<file path="config.mk">
export PLATFORM = sky130hd
export DESIGN_NAME = mem_addr_station
export DESIGN_NICKNAME = d
export VERILOG_FILES = /design/src/rtl/mem_addr_station.sv
export SDC_FILE = /design/constraint.sdc
export NUM_CORES = 2
export LEC_CHECK = 0
export BUFFER_PORTS_ARGS = -buffer_cell sky130_fd_sc_hd__buf_4
export CORE_MARGIN = 3
export CORE_UTILIZATION = 60
export DETAILED_ROUTE_END_ITERATION = 8
export GPL_ROUTABILITY_DRIVEN = 0
export PLACE_DENSITY = 0.76
export REMOVE_ABC_BUFFERS = 1
export SLEW_MARGIN = 20
export SYNTH_ARGS = -nofsm -noshare
export SYNTH_HDL_FRONTEND = slang
export SYNTH_SLANG_ARGS = --single-unit
export TNS_END_PERCENT = 30
</file>
<file path="constraint.sdc">
create_clock -name clk -period 32.8 [get_ports clk]
set_clock_uncertainty 0.15 [all_clocks]
set_input_delay 4.92 -clock clk [delete_from_list [all_inputs] [get_ports clk]]
set_output_delay 4.92 -clock clk [all_outputs]
set_load 0.05 [all_outputs]
</file>
<file path="src/rtl/mem_addr_station.sv">
// Address-generation station for loads/stores: buffers ops until their base
// register is ready, then issues base+imm to the memory queue one op per cycle.
module mem_addr_station #(
  parameter int STATION_DEPTH = 8
) (
  input  logic        clk,
  input  logic        rst,
  input  logic        dispatch_valid,
  input  logic [5:0]  ps1,
  input  logic        ps1_ready,
  input  logic [31:0] ps1_v,
  input  logic [31:0] imm,
  input  logic [5:0]  mem_idx_in,
  input  logic        cdb_valid,
  input  logic [5:0]  cdb_pd,
  input  logic [31:0] cdb_data,
  input  logic        flush,
  output logic [31:0] addr,
  output logic        addr_valid,
  output logic [5:0]  mem_idx_out,
  output logic        full
);
  localparam int IW = (STATION_DEPTH > 1) ? $clog2(STATION_DEPTH) : 1;

  logic [STATION_DEPTH-1:0] valid;
  logic [STATION_DEPTH-1:0] base_ready;
  logic [5:0]               ps1_q  [STATION_DEPTH];
  logic [31:0]              base_q [STATION_DEPTH];
  logic [31:0]              imm_q  [STATION_DEPTH];
  logic [5:0]               midx_q [STATION_DEPTH];

  logic [IW-1:0] sel_idx;
  logic          sel_found;
  logic [IW-1:0] free_idx;
  logic          wake;
  logic          disp_ready;
  logic [31:0]   disp_base;
  logic          disp_take;

  // Physical register 0 is hardwired, so its broadcasts never wake anything.
  assign wake       = cdb_valid && (cdb_pd != 6'd0);
  assign disp_ready = ps1_ready || (wake && (cdb_pd == ps1));
  assign disp_base  = ps1_ready ? ps1_v : cdb_data;
  assign full       = &valid;
  assign disp_take  = dispatch_valid && !full;

  // Selection and allocation look only at registered state, so a slot freed
  // by issue this cycle cannot be reallocated until the next one.
  always_comb begin
    sel_idx   = '0;
    sel_found = 1'b0;
    free_idx  = '0;
    for (int i = STATION_DEPTH - 1; i >= 0; i--) begin
      if (valid[i] && base_ready[i]) begin
        sel_idx   = i[IW-1:0];
        sel_found = 1'b1;
      end
      if (!valid[i]) free_idx = i[IW-1:0];
    end
  end

  always_ff @(posedge clk or posedge rst) begin
    if (rst) begin
      valid       <= '0;
      base_ready  <= '0;
      addr        <= '0;
      addr_valid  <= 1'b0;
      mem_idx_out <= '0;
      for (int i = 0; i < STATION_DEPTH; i++) begin
        ps1_q[i]  <= '0;
        base_q[i] <= '0;
        imm_q[i]  <= '0;
        midx_q[i] <= '0;
      end
    end else if (flush) begin
      valid      <= '0;
      addr_valid <= 1'b0;
    end else begin
      for (int i = 0; i < STATION_DEPTH; i++) begin
        if (valid[i] && !base_ready[i] && wake && (ps1_q[i] == cdb_pd)) begin
          base_ready[i] <= 1'b1;
          base_q[i]     <= cdb_data;
        end
      end
      addr_valid <= sel_found;
      if (sel_found) begin
        addr           <= base_q[sel_idx] + imm_q[sel_idx];
        mem_idx_out    <= midx_q[sel_idx];
        valid[sel_idx] <= 1'b0;
      end
      if (disp_take) begin
        valid[free_idx]      <= 1'b1;
        base_ready[free_idx] <= disp_ready;
        ps1_q[free_idx]      <= ps1;
        base_q[free_idx]     <= disp_base;
        imm_q[free_idx]      <= imm;
        midx_q[free_idx]     <= mem_idx_in;
      end
    end
  end
endmodule
</file>
==> flow_summary_export.csv <==
group,metric,value,unit
hold_path,hold_depth,2,
hold_path,min_to,"addr[13]",
die,io_pins,160,
logic_synthesis,ys_ff_latch,663,
setup_path,ff2ff_setup_slack,25.71,ns
cts,clock-root-buffer,"clkbuf_16",
logic_synthesis,synth.distinct_cells,73,
logic_synthesis,netlist_top_cells_area,"dfrtp_1 49%, mux2_2 12%, o22a_1 6.8%",
power_and_ir_drop,combinationalPowerShare,0.227,
power_and_ir_drop,power_leakage,17.28,nW
power_and_ir_drop,pwr-share-clk,0.352,
layout,layout_common_cells,"663 x dfrtp_1, 473 x nand2_1, 353 x mux2_2",
routing,vias_per_cell,6.663,
global_route,grt_max_degree,169,
sta,rsz0062_at_grt,"false",
setup_path,r2r_cells,18,
die,std_cell_rows,86,
hold_path,hp-start,"addr[13]",
routing,routedWlPerCell,24.90,µm
cts,cts_resized,0,
job,maxCapViolations,0,
logic_synthesis,synth_edf_count,0,
routing,vias,27620,
global_route,grt_pass1_wl,160.0,mm
global_route,grt_usage,0.3449,
sta,finalCritPeriodShare,0.2256,
logic_synthesis,yosys.area.top_type,"dfrtp_1",
logic_synthesis,avgSynthCellArea,10.13,µm²
cts,cts_tree,"built",
power_and_ir_drop,finalPower,2.281,mW
logic_synthesis,synth_ff_type,"dfrtp_1",
sta,totalNegativeSetupSlack,0,ns
layout,drive_gt1_frac,0.2118,
die,dieArea,59330,µm²
hold_path,hold_class,"flop to flop",
power_and_ir_drop,irDropWorstVdd,0.04802,mV
setup_path,crit_fanout,33,
sta,finalCriticalPeriod,7.399,ns
sta,drv_slew,0,
sta,maxSlewHeadroom,0.1957,
cts,cts_buffers,71,
routing,drc_errors,0,
logic_synthesis,synth_area,33870,µm²
routing,drt_wl_total,103.2,mm
layout,nNetsFinal,3498,
sta,final-setup-viol-count,0,
routing,drt-initial-drc-count,3386,
routing,ant_nets,0,
setup_path,rr_endpoint,"addr[30]",
cts,clock_sinks,663,
layout,final_common_cell,"dfrtp_1",
setup_path,worstReg2RegStart,"valid[6]",
setup_path,end_kind,"flop",
logic_synthesis,netlist.area_leader.share,0.4899,
sta,max_freq,0.1352,GHz
cts,clock_path_buffers,3,
cts,clk_pin_slew_worst_paths,0.06,ns
place,dpl.hpwl,60.82,mm
global_route,grt-ovfl-total,0,
layout,utilization,0.6806,
power_and_ir_drop,intPower,1.576,mW
logic_synthesis,yosysSeqAreaShare,0.4899,
power_and_ir_drop,p_sw,705.3,µW
die,start_util,0.6100,
cts,htree_levels,3,
global_route,grt_pass1_vias,27920,
logic_synthesis,synth_cells,3342,
cts,post_cts_buffers,0,
logic_synthesis,async_flop_share,1.000,
die,die_h,243.6,µm
power_and_ir_drop,power_density,60.36,nW/µm²
place,io_buffers,159,
cts,clock_latency,0.62,ns
setup_path,cp_data_required_time,33.20,ns
global_route,antenna_found_initial,3,
sta,worstMarginPinSlew,1.205,ns
cts,holdBufCountCts,0,
status,status,"finished, final reports clean",
logic_synthesis,ys_warn_count,0,
setup_path,startpoint_type,"primary input",
setup_path,critical_path_class,"primary input to flop",
setup_path,cp_data_arrival_time,7.80,ns
routing,first_pass_iters,6,
power_and_ir_drop,netSwitchingFraction,0.3092,
layout,area_growth,11.57,%
die,fp.dieW,243.6,µm
die,coreArea,55520,µm²
power_and_ir_drop,pwr-share-seq,0.421,
sta,hold_viol_final,0,
[sequential cells by signal, indices dropped and copies added, names as in the netlist]
| name | count |
|---|---|
| base_q | 256 |
| imm_q | 256 |
| midx_q | 48 |
| ps1_q | 48 |
| addr | 32 |
| base_ready | 8 |
| valid | 8 |
| mem_idx_out | 6 |
| addr_valid | 1 |
[stage by stage]
stage | std cells | worst slack [ns] | hold slack, ns | cell area (µm²)
floorplan | 3060 | 9.149 | 0.3093 | 32610
global placement | 4017 | 24.71 | 0.3148 | 35350
detailed placement | 4017 | 24.69 | 0.3253 | 35350
CTS | 4139 | 25.35 | 0.3386 | 37660
global route | 4145 | 25.30 | 0.3582 | 37790
finish | 4145 | 25.40 | 0.3328 | 37790
[synthesized netlist by cell type, drive strengths merged (48+ instances only)]
library cell	n
o21ai	64
dfrtp	663
clkbuf	156
mux2i	116
and3	50
mux2	354
a32oi	48
a21oi	355
o22a	264
buf	126
nand3	102
xor2	51
nor2	286
nand2	475
[power groups by stage]
| stage | Combinational (mW) | Sequential, mW | Clock, mW |
|---|---|---|---|
| after floorplan | 0.268 | 1.04 | 0 |
| after global placement | 0.494 | 0.967 | 0 |
| after detailed placement | 0.510 | 0.974 | 0 |
| after CTS | 0.513 | 0.959 | 0.810 |
| after global routing | 0.554 | 0.970 | 0.845 |
| final | 0.517 | 0.960 | 0.804 |
[logic make-up after synthesis]
logic type | share of synthesized area
adders and majority gates | 0.01204
AOI/OAI and AO/OA | 0.1603
DFF | 0.4899
and+or+nand+nor | 0.1268
xor gates and xnor gates | 0.02095
muxes | 0.1520
buffers and inverters | 0.03805
[critical path, stage by stage]
cell	delay, ns
buf_4	0.19
or4_1	0.15
o31a_1	0.34
nand3_2	0.99
a21oi_4	0.43
buf_4	0.52
o22a_1	0.22
[per-layer routing]
| metal | wire, µm | global-route usage |
|---|---|---|
| met4 | 5581 | 0.1796 |
| met3 | 10010 | 0.06857 |
| met1 | 39820 | 0.4523 |
| met5 | 13 | 0 |
| met2 | 47760 | 0.5473 |
[worst max-delay path by stage]
stage,from,end
floorplan,rst,addr[0]
global placement,cdb_pd[1],base_q[160]
detailed placement,cdb_pd[0],base_q[160]
CTS,cdb_pd[0],base_q[166]
global route,valid[6],addr[30]
finish,cdb_pd[0],base_q[249]
[final cells by class]
cell class	count	area, µm²
inverter	9	41.29
multi-input combinational	2388	16180
timing repair buffer	213	1723
clock inverter	14	160.2
clock buffer	108	2151
sequential	663	16590
antenna	2	5.005
fill	4175	17740
tap	748	935.9
No activity file was read; power rests on OpenSTA's default activity.
